<file path="config.mk">
export PLATFORM = sky130hd
export DESIGN_NAME = if_stage
export DESIGN_NICKNAME = d
export VERILOG_FILES = /design/src/rtl/if_stage_pkg.sv /design/src/rtl/if_stage_id_reg.sv /design/src/rtl/if_stage.sv
export SDC_FILE = /design/constraint.sdc
export NUM_CORES = 1
export LEC_CHECK = 0
export BUFFER_PORTS_ARGS = -buffer_cell sky130_fd_sc_hd__buf_2
export CORE_ASPECT_RATIO = 1.5
export CORE_MARGIN = 2
export CORE_UTILIZATION = 49
export DETAILED_ROUTE_END_ITERATION = 8
export GPL_ROUTABILITY_DRIVEN = 0
export PLACE_DENSITY = 0.81
export SLEW_MARGIN = 20
export SYNTH_ARGS = -nofsm -noshare
export SYNTH_HDL_FRONTEND = slang
export SYNTH_SLANG_ARGS = --single-unit
export TNS_END_PERCENT = 50
</file>
<file path="constraint.sdc">
create_clock -name clk -period 4.3 [get_ports clk]
set_clock_uncertainty 0.05 [all_clocks]
set_input_delay 0.215 -clock clk [delete_from_list [all_inputs] [get_ports clk]]
set_output_delay 0.215 -clock clk [all_outputs]
set_load 0.02 [all_outputs]
</file>
<file path="src/rtl/if_stage_pkg.sv">
// rtl/if_stage_pkg.sv - shared constants for the fetch stage and its IF/ID register
package if_stage_pkg;

    localparam int unsigned XLEN = 32;

    // addi x0,x0,0: the canonical bubble word
    localparam logic [XLEN-1:0] NOP_INSTR        = 32'h0000_0013;
    localparam logic [XLEN-1:0] RESET_PC_DEFAULT = 32'h0000_0000;
    localparam logic [XLEN-1:0] PC_STEP          = 32'd4;

    // Major opcodes, shared with decode
    localparam logic [6:0] OPC_LOAD   = 7'b0000011;
    localparam logic [6:0] OPC_OP_IMM = 7'b0010011;
    localparam logic [6:0] OPC_AUIPC  = 7'b0010111;
    localparam logic [6:0] OPC_STORE  = 7'b0100011;
    localparam logic [6:0] OPC_OP     = 7'b0110011;
    localparam logic [6:0] OPC_LUI    = 7'b0110111;
    localparam logic [6:0] OPC_BRANCH = 7'b1100011;
    localparam logic [6:0] OPC_JALR   = 7'b1100111;
    localparam logic [6:0] OPC_JAL    = 7'b1101111;

endpackage

</file>
<file path="src/rtl/if_stage_id_reg.sv">
// rtl/if_stage_id_reg.sv - IF/ID pipeline register with hold, flush and reset-to-bubble
//   clk, rst               : clock, synchronous active-high reset
//   hold                   : keep current contents
//   flush                  : replace instruction with a bubble, keep pc fields
//   d_pc/d_pc_plus4/d_instr/d_valid : next contents on a normal advance
//   q_pc/q_pc_plus4/q_instr/q_valid : registered contents
module if_id_reg
    import if_stage_pkg::*;
(
    input  logic            clk,
    input  logic            rst,
    input  logic            hold,
    input  logic            flush,
    input  logic [XLEN-1:0] d_pc,
    input  logic [XLEN-1:0] d_pc_plus4,
    input  logic [XLEN-1:0] d_instr,
    input  logic            d_valid,
    output logic [XLEN-1:0] q_pc,
    output logic [XLEN-1:0] q_pc_plus4,
    output logic [XLEN-1:0] q_instr,
    output logic            q_valid
);

    always_ff @(posedge clk) begin
        if (rst) begin
            q_pc       <= '0;
            q_pc_plus4 <= PC_STEP;
            q_instr    <= NOP_INSTR;
            q_valid    <= 1'b0;
        end else if (flush) begin
            // pc fields intentionally hold: a bubble carries no meaningful PC
            q_instr    <= NOP_INSTR;
            q_valid    <= 1'b0;
        end else if (!hold) begin
            q_pc       <= d_pc;
            q_pc_plus4 <= d_pc_plus4;
            q_instr    <= d_instr;
            q_valid    <= d_valid;
        end
    end

endmodule

</file>
<file path="src/rtl/if_stage.sv">
// rtl/if_stage.sv - instruction fetch: PC, range check, error pulses, fetch counter
//   clk, rst                         : clock, synchronous active-high reset
//   stall                            : hold PC and IF/ID
//   redirect_valid, redirect_target  : EX-stage branch/jump redirect (overrides stall)
//   imem_addr, imem_rdata            : combinational instruction memory port
//   id_pc, id_pc_plus4, id_instr, id_valid : IF/ID register contents
//   misalign_err, oob_err            : one-cycle error pulses
//   fetch_count                      : valid instructions captured into IF/ID
module if_stage
    import if_stage_pkg::*;
#(
    parameter logic [31:0] RESET_PC   = RESET_PC_DEFAULT,
    parameter int unsigned IMEM_WORDS = 64
) (
    input  logic        clk,
    input  logic        rst,
    input  logic        stall,
    input  logic        redirect_valid,
    input  logic [31:0] redirect_target,
    output logic [31:0] imem_addr,
    input  logic [31:0] imem_rdata,
    output logic [31:0] id_pc,
    output logic [31:0] id_pc_plus4,
    output logic [31:0] id_instr,
    output logic        id_valid,
    output logic        misalign_err,
    output logic        oob_err,
    output logic [31:0] fetch_count
);

    localparam logic [29:0] IMEM_LIMIT = 30'(IMEM_WORDS);

    logic [31:0] pc_q;
    logic [31:0] pc_plus4;
    logic        in_range;
    logic [31:0] fetch_word;

    assign imem_addr  = pc_q;
    assign pc_plus4   = pc_q + PC_STEP;
    assign in_range   = (pc_q[31:2] < IMEM_LIMIT);
    assign fetch_word = in_range ? imem_rdata : NOP_INSTR;

    always_ff @(posedge clk) begin
        if (rst) begin
            pc_q         <= RESET_PC;
            misalign_err <= 1'b0;
            oob_err      <= 1'b0;
            fetch_count  <= '0;
        end else if (redirect_valid) begin
            // low bits are dropped so fetch stays word-aligned; the fault is reported
            pc_q         <= redirect_target & ~32'h3;
            misalign_err <= |redirect_target[1:0];
            oob_err      <= 1'b0;
        end else if (stall) begin
            misalign_err <= 1'b0;
            oob_err      <= 1'b0;
        end else begin
            pc_q         <= pc_plus4;
            misalign_err <= 1'b0;
            oob_err      <= ~in_range;
            if (in_range) begin
                fetch_count <= fetch_count + 32'd1;
            end
        end
    end

    if_id_reg u_if_id_reg (
        .clk        (clk),
        .rst        (rst),
        .hold       (stall),
        .flush      (redirect_valid),
        .d_pc       (pc_q),
        .d_pc_plus4 (pc_plus4),
        .d_instr    (fetch_word),
        .d_valid    (in_range),
        .q_pc       (id_pc),
        .q_pc_plus4 (id_pc_plus4),
        .q_instr    (id_instr),
        .q_valid    (id_valid)
    );

endmodule

</file>
; After elaboration in Yosys (flattened, before gate mapping)
; Cells that the tools add are included.
[word_totals]
output_inout_bits = 163
wordCells = 25
input_bits = 68
reg_bits = 163
[op_classes]
n_lt_le_gt_ge = 1
eq_ne = 1
bitwise = 3
n_reduce_logical = 6
muxes = 3
n_addsub = 2
[op_table]
columns = op, n
row1 = 2-to-1 mux 32 bit, 3
row2 = "adder 32 x 1 -> 32 bit, second input constant", 1
row3 = "adder 32 x 3 -> 32 bit, second input constant", 1
row4 = "less-than comparator 30 x 7 -> 1 bit, second input constant", 1
row5 = OR reduction 2 bit, 3
row6 = inverter 1 bit, 3
row7 = AND reduction 3 bit, 1
row8 = OR reduction 3 bit, 1
row9 = "inequality test 2 x 1 -> 1 bit, second input constant", 1
row10 = AND reduction 2 bit, 1

; Depth between registers and ports, before layout
; Gate-level depths: netlist of run 1.
[depth]
ltp_word = 3
depth_mapped = 9
mapped_depth_nobuf = 6

; Cells and area by module
; Synthesis of run 1 repeated with hierarchy kept, for this count alone.
[unflattened]
hier_cells = 925
area_unflattened_um2 = 7781.2
[by_module_without_submodules]
columns = module, seq_area_each_um2, cells_each, area_per_inst_um2, instances
row1 = if_stage, 1281.2, 526, 3952.5, 1
row2 = if_id_reg, 1941.9, 399, 3828.7, 1

; Worst setup path before layout of run 1
; Ideal clock, no wire load.
[synth_timing]
kind = flip-flop to flip-flop
startpoint = register fetch_count[7]
endpoint = register fetch_count[28]
setup_ns = 0.071
path_buffers = 2
path_stages_with_launch = 8
t_arrival_ns = 2.368
required_time_ns = 4.179
synth_period_minus_slack_ns = 2.489
setup_slack_ns = 1.811
path_cell_list = dfxtp_1 nand4_2 or2_1 buf_6 or4_4 buf_6 or4_1 a21oi_1
[synth_between]
elab_chain_cells = 1
[synth_rtl]
columns = item, line_no
row1 = from (decl), if_stage.sv:28  ; output logic [31:0] fetch_count
row2 = from (signal assigned), if_stage.sv:62  ; fetch_count <= fetch_count + 32'd1;
row3 = adder 32 x 1 -> 32 bit, if_stage.sv:62
; Every way passes these cells.
; A chain may end at the register's enable or synchronous reset.

; Final worst setup path of run 1
[layout_timing]
startpoint = register pc_q[27], in the netlist imem_addr[27]
endpoint = register fetch_count[14]
[layout_between]
elab_chain_cells = 2
[layout_rtl]
columns = item, line_no
row1 = from (decl), if_stage.sv:33  ; logic [31:0] pc_q;
row2 = from (signal assigned), if_stage.sv:51  ; pc_q <= redirect_target & ~32'h3;
row3 = from (signal assigned), if_stage.sv:58  ; pc_q <= pc_plus4;
row4 = less-than comparator 30 x 7 -> 1 bit, if_stage.sv:40  ; assign in_range = (pc_q[31:2] < IMEM_LIMIT);
row5 = AND reduction 3 bit (no source line), -
; Every way passes these cells.

==> results.txt, run 1 <==
The die covers 15,800 sq um. Clock-pin slew was measured on the worst setup and hold paths at 70 ps. The worst hold slack is 11.7 ps, and the total negative slack for setup checks is 0 ps. Number of buffers inserted by post-CTS setup repair: 0. The number of cell instances on the worst register-to-register path is 5.

For the worst setup path, the data arrival time is 3090 ps. The path with the worst hold slack has its endpoint at u_if_id_reg.q_instr[1]. The ratio of final minimum period to clock period works out to 65.2%.

In the final routing, the length of wire on met1 measures 8.07 mm. The routed wire length per instance works out to 16.5 um. The startpoint identified for the worst register-to-register timing path is imem_addr[27]. The most used flip-flop cell after synthesis is dfxtp_1.

The number of distinct library cells after synthesis is 45. The run gives 43.4% as the post-synthesis sequential area ratio. After synthesis the netlist holds a flip-flop and latch count of 157. The run gives 0 as the number of pins exceeding their max-slew limit in the final report. After synthesis, the mean cell area works out to 7.99 sq um. The synthesis-to-layout area growth is 24.0%, and the number of antenna violations at the first check in global routing is 0.

Counting I/O delays and the setup requirement, the final critical path takes 2800 ps. The type of destination of the critical path is a register. Setup violations remaining at the end of the flow were counted as 0. Counting both buffers and inverters, the worst setup path holds a total of 0. The detailed router placed 7,138 vias in this run. The count of endpoints failing hold in the final timing report was 0. After filler insertion, the fill cell instance count of the layout stands at 1,326. Count of pins on the block boundary: 231. In the synthesized netlist the async set-or-reset flop fraction comes to 0%. The run finished with clean final reports.

Required time of the worst setup path: 4590 ps. Setup repair after global routing left no endpoint under its margin. The tools report the worst setup slack for register-to-register paths as 1500 ps. The floorplan has 54 rows. In the post-synthesis netlist, the biggest area contributors are dfxtp_1 (43%), a21oi_1 (8.4%), nand2_1 (6.6%), xnor2_1 (5.3%), clkbuf_1 (3.8%). The height of the die is 153 um, and the global-route wire length before repair is 33.2 mm. The leakage power is 3.59 nW, and the antenna diode instance count is 0.

In the routed design, unresolved DRC markers number 0. Traced cell by cell, the critical path runs through nor4_1, nand4_1, nor4_2, or4b_1, a21oi_1. At the pin with the least slew margin, the transition time is 966 ps. The tightest min-delay check is of the in2reg type. Yosys printed 0 warnings. The clock tree synthesis step divided the H-tree into 4 levels. Yosys mapped a number of flops with a built-in enable equal to 0. The tools report the post-synthesis cell area as 7250 sq um. The remaining number of nets flagged by the antenna check after routing was 0. In this run, CTS created clock tree buffers numbering 17. The type of element launching the critical path is a register.

The classification of the worst setup path was reg2reg. The TritonCTS sink count is 157, and the number of buffers added on ports is 224. The clock insertion delay at the later pin of the skew report came out at 410 ps. In the final design database the tool counted 1,152 nets.

Measured against its own limit, the worst slew margin works out to 35.1%. The power per standard cell area is 375 nW/um^2, and the routed wire length is 21.3 mm. The tool flagged a number of max-cap violations equal to 0. For the number of buffers on the longest clock path, the log shows 2. For the via count of the first global-routing pass, the log shows 6,535. Counting instances in the post-synthesis netlist gives the leading cell types as dfxtp_1 (157), nand2_1 (127), a21oi_1 (121), clkbuf_1 (73), nor2_1 (51). The worst register-to-register path ends at fetch_count[14]. The initial utilization of the core area, before any placement, comes to 49.9%.

Among all stages on the critical path, the largest delay is contributed by nand4_1. Yosys instantiated no cell more often than dfxtp_1. The top cell type by area accounts for 43.4% of the synthesized area. The delay of the slowest critical-path stage was 570 ps. In this run the worst path has a maximum fanout of 10.

Once the clock tree was built, the resizer swapped 0 gates to a different size. Launch point of the worst hold path: imem_rdata[1]. TritonCTS built the clock tree.

The amount of wire on met3 after detailed routing is 1.31 mm. The detailed router used layers up to and including met4. The tools report the post-detailed-placement half-perimeter wirelength as 15.2 mm.

The tools report the clock tree root buffer cell as clkbuf_16. The worst hold path passes through 3 cells. Of the cells placed in the final design, the portion with a size suffix greater than 1 is 24.8%.

Mean number of vias per cell: 5.53. The tools report the total iterations of the first detailed-routing run as 5. For the number of cells produced by synthesis, the log shows 907. For this run the aggregate overflow at the end of global routing stands at 0. VDD sags by at most 212 uV.

On the critical path the largest part of the delay comes from simple AND/OR/NAND/NOR gates. Of all cell types, the one taking the most synthesized area is dfxtp_1. The pin count of the biggest net entering global routing was 92. The routed design uses 11.0 mm of met2 wire. The run gives 357 MHz as the upper clock frequency limit. For this run, the total global-route usage over all layers was measured as 26.7%. For the core outline area, the log shows 14,500 sq um.

The x dimension of the die was 103 um; the final core area utilization was 61.9%. For the detailed router's first-iteration violation count, the log shows 327.
[per-stage QoR]
step           instances  instance area [sq um]  setup WS, ps  total power, mW
3_3_place_gp        1253                   8330          1400             1.91
4_1_cts             1291                   8980          1340             3.39
2_1_floorplan        912                   7260          1810             1.79
3_5_place_dp        1253                   8330          1350             1.91
5_1_grt             1291                   8980          1360             3.50
6_report            1291                   8980          1500             3.37
[power breakdown]
part           internal [mW]  leakage (nW)  switching, mW
combinational          0.119          2.04          0.209
clock                  0.835         0.277          0.648
sequential              1.50          1.28         0.0602
total                   2.45          3.59          0.917
[worst reg2reg max path, cell delays in order, from the launching register on]
cell,delay [ps]
dfxtp_1,400
nor4_1,480
nand4_1,570
nor4_2,570
or4b_1,490
a21oi_1,170
[cells by family (layout without fill, tap and decap cells)]
group / after synthesis / after routing / synth area share, %
simple gates: 366 / 366 / 26.0
xor+xnor: 60 / 60 / 7.25
fa+ha+maj: 2 / 2 / 0.345
mux: 8 / 8 / 1.16
other cells: 1 / 6 / 0.0518
compound gates: 202 / 202 / 15.6
flops: 157 / 157 / 43.4
buf+inv: 111 / 294 / 6.27
[placed cells by master (no fill, tap or decap), types with 4 or more instances in the layout]
cell type,count
nor4_1,20
xor2_1,16
mux2i_1,5
nand2_1,127
a21oi_1,121
and3_1,6
clkinvlp_4,4
buf_2,223
nand3_1,30
and2_1,9
conb_1,6
o21ai_0,39
clkbuf_16,17
nand4b_1,4
nor3_1,22
or3_1,10
or4_1,9
nand3b_1,34
inv_1,26
a211oi_1,7
buf_4,7
nand4_1,22
o21a_1,17
nor2_1,49
dlygate4sd3_1,6
inv_8,4
nor2b_1,7
xnor2_1,44
o31ai_1,9
dfxtp_1,157
[state kept, by name (all words and copies together), names as in the netlist]
name                    count
fetch_count                32
imem_addr                  30
u_if_id_reg.q_valid         1
oob_err                     1
u_if_id_reg.q_instr        32
misalign_err                1
u_if_id_reg.q_pc           30
u_if_id_reg.q_pc_plus4     30
[timing repair]
| action | CTS | global route |
|---|---|---|
| endpoints found under the hold margin | 5 | 0 |
| endpoints found under the setup margin | 0 | 0 |
| hold buffers | 6 | 0 |
[layer usage]
layer | up-vias | track usage (%)
li1 | 3480 | -
met4 | 0 | 12.7
met2 | 266 | 46.6
met1 | 3345 | 30.6
met5 | - | 0
met3 | 47 | 4.71
[worst max-delay path by stage]
stage                         from               to  cells after the start
finish               imem_addr[27]  fetch_count[14]                      5
global route         imem_addr[21]  fetch_count[14]                      5
CTS                  imem_addr[27]  fetch_count[28]                      5
detailed placement   imem_addr[27]  fetch_count[24]                      5
global placement     imem_addr[27]  fetch_count[29]                      5
floorplan           fetch_count[7]  fetch_count[28]                      7
[cell type report]
cell class              count  area [sq um]  area share, %
well taps                 196           245           2.73
clock buffers              18           439           4.89
repair buffers            236          1230           13.7
multi-input cells         644          3680           41.0
flip-flops and latches    157          3140           35.0
inverters                  26          97.6           1.09
clock inverters            14           149           1.66
No activity file was read; power rests on OpenSTA's default activity.
==> run 2: changes to the inputs <==
--- a/config.mk
+++ b/config.mk
@@ -8,10 +8,10 @@
 export BUFFER_PORTS_ARGS = -buffer_cell sky130_fd_sc_hd__buf_2
 export CORE_ASPECT_RATIO = 1.5
 export CORE_MARGIN = 2
-export CORE_UTILIZATION = 49
+export CORE_UTILIZATION = 46
 export DETAILED_ROUTE_END_ITERATION = 8
 export GPL_ROUTABILITY_DRIVEN = 0
-export PLACE_DENSITY = 0.81
+export PLACE_DENSITY = 0.8
 export SLEW_MARGIN = 20
 export SYNTH_ARGS = -nofsm -noshare
 export SYNTH_HDL_FRONTEND = slang
==> constraint.sdc (replaced) <==
create_clock -name clk -period 2.3 [get_ports clk]
set_clock_uncertainty 0.05 [all_clocks]
set_input_delay 0.115 -clock clk [delete_from_list [all_inputs] [get_ports clk]]
set_output_delay 0.115 -clock clk [all_outputs]
set_load 0.02 [all_outputs]
==> run 2 against run 1 <==
Combinational power increased by 150%. Largest cell class unchanged. Worst setup slack got worse by 1400 ps. Critical endpoint is now imem_addr[16]. Clock-buffer cell count increased by 2. Global-route usage increased by 1.1 points.
==> results.txt, run 2 (synthesis gave the netlist of run 1 again) <==
In this run the standard cell core region covers 15,600 sq um. The total power is 6.46 mW, and the arrival time reported for the critical path endpoint is 2540 ps. Fill cells in the final layout number 1,330. After detailed routing, the number of vias per cell comes to 5.46.

The number of antenna violations at the first check in global routing was 0; the worst setup slack for register-to-register paths was 50 ps. Type of destination of the critical path: a register. The run finished with clean final reports. The wire-length estimate of the detail-placed layout is 16.3 mm. Measured against its own limit, the worst slew margin works out to 43.6%. The delay of the slowest critical-path stage is 600 ps. The logs give 0 for the total of endpoints with negative setup slack in the final report and 46.6% for the effective utilization at floorplan. In this run the worst hold path is classified as in2reg. Of the total power, combinational logic draws 12.7%. The run gives 36.7 mm as the global-route wire length before repair. After the first detailed-routing iteration, the DRC count stood at 477.

The final worst setup slack was 46.9 ps. The total track usage was 27.8%; the shortest clock period the worst path allows after layout was 2250 ps. After detailed routing, the total wire length is 24.1 mm. Once detail routing completed, the nets flagged for antenna violations numbered 0. Final core area utilization: 63.9%. Startpoint of the lowest-slack register-to-register path: imem_addr[8]. For the cell-internal power, the log shows 4.76 mW. Across the VDD grid, the largest voltage drop is 458 uV.

For the sequential share of power, the log shows 44.2%. The count of endpoints failing hold in the final timing report came out at 0. In this run the static leakage power is 4.08 nW. For the number of pins exceeding their max-slew limit in the final report, the log shows 0. The launch point of the worst hold path was redirect_target[12]. The cell with the largest stage delay on the worst path was or3_1. The most numerous cell type found on the critical path is or3_1. The die is 106 um wide.

The power per standard cell area was 650 nW/um^2. Broken down by cell family, the worst path's largest delay share belongs to simple AND/OR/NAND/NOR gates. In the final design database the tool counted 1,249 nets.

Summing over every cut layer, the via total after detailed routing is 7,619. The later pin in the worst-skew pair is clocked with a latency of 430 ps. The endpoint identified for the worst register-to-register timing path is imem_addr[16]. The ratio of final minimum period to clock period came out at 98.0%. Clock tree synthesis selected as its root buffer the cell clkbuf_16. Setup repair after global routing left no endpoint under its margin.

The number of cell instances on the worst register-to-register path is 5, and the number of buffers on the longest clock path is 2. CTS saw 157 sinks. The tools report the upper clock frequency limit as 444 MHz.

Of all nets on the critical path, the largest fanout is 10. Total iterations of the first detailed-routing run: 4. The post-route netlist has 26.9% of its cells at a drive strength greater than 1. After clock tree synthesis, the setup repair step added 0 buffers. The net switching power was 1.70 mW. The run gives 5.16 ps as the worst hold slack. The worst hold path passes through 4 cells. The clock network is responsible for 43.2% of the overall power. The buffers plus inverters on the worst setup path is 0. Entering global routing, the biggest net connects 89 pins.

The count of pins on the block boundary came out at 231. The initialized floorplan defines 56 standard-cell rows. TritonCTS built the clock tree. In this run the vertical extent of the chip is 158 um.

For the antenna diode instance count, the log shows 0. The number of clock buffers added by TritonCTS is 17. STA puts the critical path data required time at 2590 ps. The largest registers in the layout are fetch_count x32, u_if_id_reg.q_instr x32.

Number of buffers added on ports: 224. Type of element launching the critical path: a register. Number of design rule violations left after detail routing: 0. The run gives 0 as the overflow left after global routing.

The worst hold path terminates at imem_addr[12]. Leaving out fill and tap cells, the most frequent cell in the layout is buf_2. For the pin with the worst max-slew slack, the measured transition is 846 ps. The total die area is 16,800 sq um. Compared with the post-synthesis result, the final layout area differs by 37.1%. The clock transition at the registers of the reported paths came out at 60 ps. The critical path is of the reg2reg type. Max-cap violations in this run came to 0.

The via count of the first global-routing pass is 7,139. Net switching is 26.3% of the power. OpenSTA, run right after detailed placement, puts the worst setup slack at 142 ps.

The H-tree was split into 4 levels. The signal on the critical path passes through nand4_1, or3_1, or3_1, a21o_1, a21oi_1. After detailed routing, the average wire length per cell comes to 17.2 um. The top cell types in the final layout, fill and taps aside, are buf_2 (223), dfxtp_1 (153), nand2_1 (127).
==> run 2: changes by cell type in the layout (fill, tap and decap cells not counted), sizes merged <==
cell,previous run,this run
clkbuf,18,20
dlygate4sd3,6,60
bufinv,1,2
clkinvlp,4,2
inv,33,32
buf,230,273
==> run 2: power by group through the flow <==
stage,clock (mW),sequential [mW],combinational (mW)
finish,2.79,2.85,0.818
global route,2.94,2.86,0.878
CTS,2.83,2.85,0.804
detailed placement,0,2.91,0.720
global placement,0,2.91,0.714
floorplan,0,3.01,0.333
==> run 2: worst max-delay path by stage <==
stage,startpoint,to,slack (ps),cells past startpoint
global route,imem_addr[8],imem_addr[16],5,5
CTS,imem_addr[8],imem_addr[17],110,6
detailed placement,imem_addr[8],imem_addr[17],140,6
global placement,imem_addr[8],imem_addr[17],140,6
finish,imem_addr[8],imem_addr[16],50,5
floorplan,imem_addr[27],fetch_count[12],-10,6
==> run 2: tightest hold or removal path, stage by stage <==
cell     delay (ps)
buf_2            70
nand2_1          70
o21ai_0          70
and2_1          120
==> run 2: timing repair <==
action | CTS | global route
endpoints found under the hold margin | 69 | 0
hold buffers | 60 | 0
endpoints found under the setup margin | 0 | 13
resized for setup | 0 | 5
==> run 2: layer usage <==
layer | GRT usage, % | wire [um] | vias to the layer above
li1 | - | - | 3670
met1 | 30.3 | 8650 | 3531
met5 | 0 | 0 | -
met4 | 19.5 | 1630 | 0
met2 | 48.5 | 12200 | 334
met3 | 5.06 | 1560 | 84
==> run 2: layout make-up <==
| cell class | instances | area (sq um) | share of cell area (%) |
|---|---|---|---|
| clock buffers | 20 | 447 | 4.50 |
| clock inverters | 12 | 133 | 1.33 |
| inverters | 26 | 97.6 | 0.982 |
| multi-input cells | 644 | 3720 | 37.4 |
| flip-flops and latches | 157 | 3160 | 31.8 |
| well taps | 203 | 254 | 2.56 |
| repair buffers | 333 | 2130 | 21.4 |
==> run 2: metrics by stage <==
step	cell area, sq um	TNS [ps]	std cells
floorplan	7290	-33.0	912
global placement	8720	0	1303
detailed placement	8720	0	1303
CTS	9900	0	1395
global route	9940	0	1395
finish	9940	0	1395
==> run 3: changes to the inputs <==
==> constraint.sdc (replaced) <==
create_clock -name clk -period 2.3 [get_ports clk]
set_clock_uncertainty 0.05 [all_clocks]
set_input_delay 0.46 -clock clk [delete_from_list [all_inputs] [get_ports clk]]
set_output_delay 0.46 -clock clk [all_outputs]
set_load 0.02 [all_outputs]
==> run 3 against run 2 <==
Wire length decreased by 3.0%. Maximum frequency up 0.15%. Critical path depth up 1. Sequential power hardly changed. First-iteration DRC count increased by 1.7%. Sequential share of layout area increased by 1.8 points. Total power decreased by 0.57%. Register-to-register slack is essentially flat. Clock power increased by 1%. Die area did not move. Critical endpoint is now fetch_count[30].
==> results.txt, run 3 (synthesis gave the netlist of run 1 again) <==
The run finished with clean final reports. Cell with the largest stage delay on the worst path: or4_1. The number of filler instances in the final layout was 1,430.

At the pin with the least slew margin, the transition time is 820 ps. The tools report the total iterations of the first detailed-routing run as 5. The leading cell type in the layout, fill and taps excluded is buf_2.

The delay of the slowest critical-path stage works out to 530 ps. The final route contains 7,400 vias. The run gives 2600 ps as the required time of the worst setup path. Cells fill 60.4% of the core in the end.

Proportion of layout cells with a drive suffix above 1: 29.2%. The buffers plus inverters on the worst setup path works out to 1. The run gives 157 as the TritonCTS sink count. The root buffer cell chosen for the clock tree is clkbuf_16.

The height of the die works out to 158 um. The footprint of the flip-flops and latches came out at 3160 sq um. The total of endpoints with negative setup slack in the final report came out at 0. Global routing finished with a remaining overflow of 0.

The leakage power came out at 3.87 nW. The number of buffers added on ports was 224. The setup path with the least slack is of type reg2reg. The largest registers in the layout are fetch_count x32, u_if_id_reg.q_instr x32. For the count of endpoints failing hold in the final timing report, the log shows 0. STA classifies the critical path startpoint as a register. Row generation in the floorplan step produced 56 rows.

The number of pins exceeding their max-slew limit in the final report came out at 0. Once the floorplan was initialized, standard cells occupied 46.6% of the core. Total track usage: 26.9%.

The detail route stage leaves a number of antenna-violating nets equal to 0. For the pin count of the biggest net entering global routing, the log shows 89. Detailed router's first-iteration violation count: 485.

For this run, design rule violations remaining after detail routing come to 0. The routed wire length was 23.3 mm; the total negative slack for setup checks was 0 ps. Detailed placement ended at an HPWL of 16.6 mm. The tightest min-delay check is of the in2reg type. The power per standard cell area came out at 683 nW/um^2. In this run the worst path has a maximum fanout of 33. The logs give 8760 sq um for the placement-stage cell area and 45.3% for the relative max-transition margin.

The finished cells cover 9400 sq um. The tools report the number of CTS-inserted buffers as 17. The completed layout was analyzed and its total power is 6.42 mW.

For the final worst setup slack, the log shows 50.3 ps. Of the available clock period, the critical path in the final layout requires 97.8%. CTS built an H-tree with a depth of 4. The clock transition at the registers of the reported paths is 70 ps, and the reported max-cap violation count is 0.

Setup repair after global routing could not meet its margin everywhere. Derived from the worst setup path, the maximum achievable clock frequency is 445 MHz. The tools report the type of destination of the critical path as a register.

The tools report the total die area as 16,800 sq um. The tools report the number of antenna violations at the first check in global routing as 0. After detailed routing, the average wire length per cell comes to 17.3 um. In the layout the commonest cells are buf_2 (223), dfxtp_1 (153), nand2_1 (127). For the worst-skew pair, the clock arrives at the later sink with an insertion delay of 420 ps. The cell class contributing the biggest share of worst-path delay is simple AND/OR/NAND/NOR gates. After detailed routing, the number of vias per cell comes to 5.50. The global-route wire length before repair is 35.4 mm. The worst path needs 2250 ps of the cycle, external delays included. After floorplanning, the core was sized to cover 15,600 sq um. TritonCTS built the clock tree. The tools report the arrival time reported for the critical path endpoint as 2550 ps.

The clock passes through at most 2 buffers. The area growth from synthesis to layout is 29.7%. At the end of the flow, the number of nets in the layout was 1,199. The x dimension of the die is 106 um, and the via count of the first global-routing pass is 6,761. The run gives 3710 sq um as the combined area of the multi-input logic cells. The critical path goes through nor4_2, and4_2, nand3_1, buf_4, or4_1, a21oi_1. The logs give 541 uV for the maximum VDD drop and 76.5 ps for the post-place setup slack. In this run the count of I/O pins placed on the die edge is 231.
## run 3: path summary, 6_finish.rpt
| path | start | to | slack (ps) | depth (start not counted) |
|---|---|---|---|---|
| max reg2reg | imem_addr[17] | fetch_count[30] | 50 | 6 |
| min | redirect_target[0] | misalign_err | 220 | 2 |
| min reg2reg | u_if_id_reg.q_pc[30] | u_if_id_reg.q_pc[30] | 400 | 2 |
| max | imem_addr[17] | fetch_count[30] | 50 | 6 |
## run 3: area by class of cell
type                       instances  share of cell area (%)
sequential                       157                    33.6
tap                              203                    2.70
multi-input combinational        644                    39.5
inverter                          26                    1.04
clock inverter                    10                    1.06
antenna                            1                  0.0266
timing repair buffer             283                    16.8
clock buffer                      22                    5.27
## run 3: where the power goes
part	switching (mW)	internal (mW)	leakage (nW)
sequential	0.0571	2.80	1.28
clock	1.17	1.65	0.293
combinational	0.474	0.270	2.29
total	1.70	4.72	3.87
## run 3: per-layer routing
layer / up-vias / wire length (um) / global-route usage, % / share of wire [%]
li1: 3570 / - / - / -
met5: - / 0 / 0 / 0
met1: 3443 / 8840 / 30.1 / 38
met3: 53 / 1560 / 5.43 / 6.7
met2: 334 / 12000 / 48.6 / 52
met4: 0 / 888 / 12.4 / 3.8
## run 3: timing repair
action,CTS,global route
hold buffers,0,0
hold endpoints to repair,0,0
resized for setup,1,5
buffers inserted,0,2
endpoints found under the setup margin,1,18
pin swaps,0,1
## run 3: stage by stage
stage | cells | hold WS, ps
2_1_floorplan | 912 | 470
3_5_place_dp | 1311 | 394
4_1_cts | 1343 | 205
3_3_place_gp | 1311 | 392
6_report | 1346 | 219
5_1_grt | 1345 | 202
## run 3: worst reg2reg max path, delay by kind of cell, from the launching register on
family | cells | cell delay (ps)
compound gates | 1 | 170
simple gates | 4 | 1370
flops | 1 | 370
buf+inv | 1 | 230
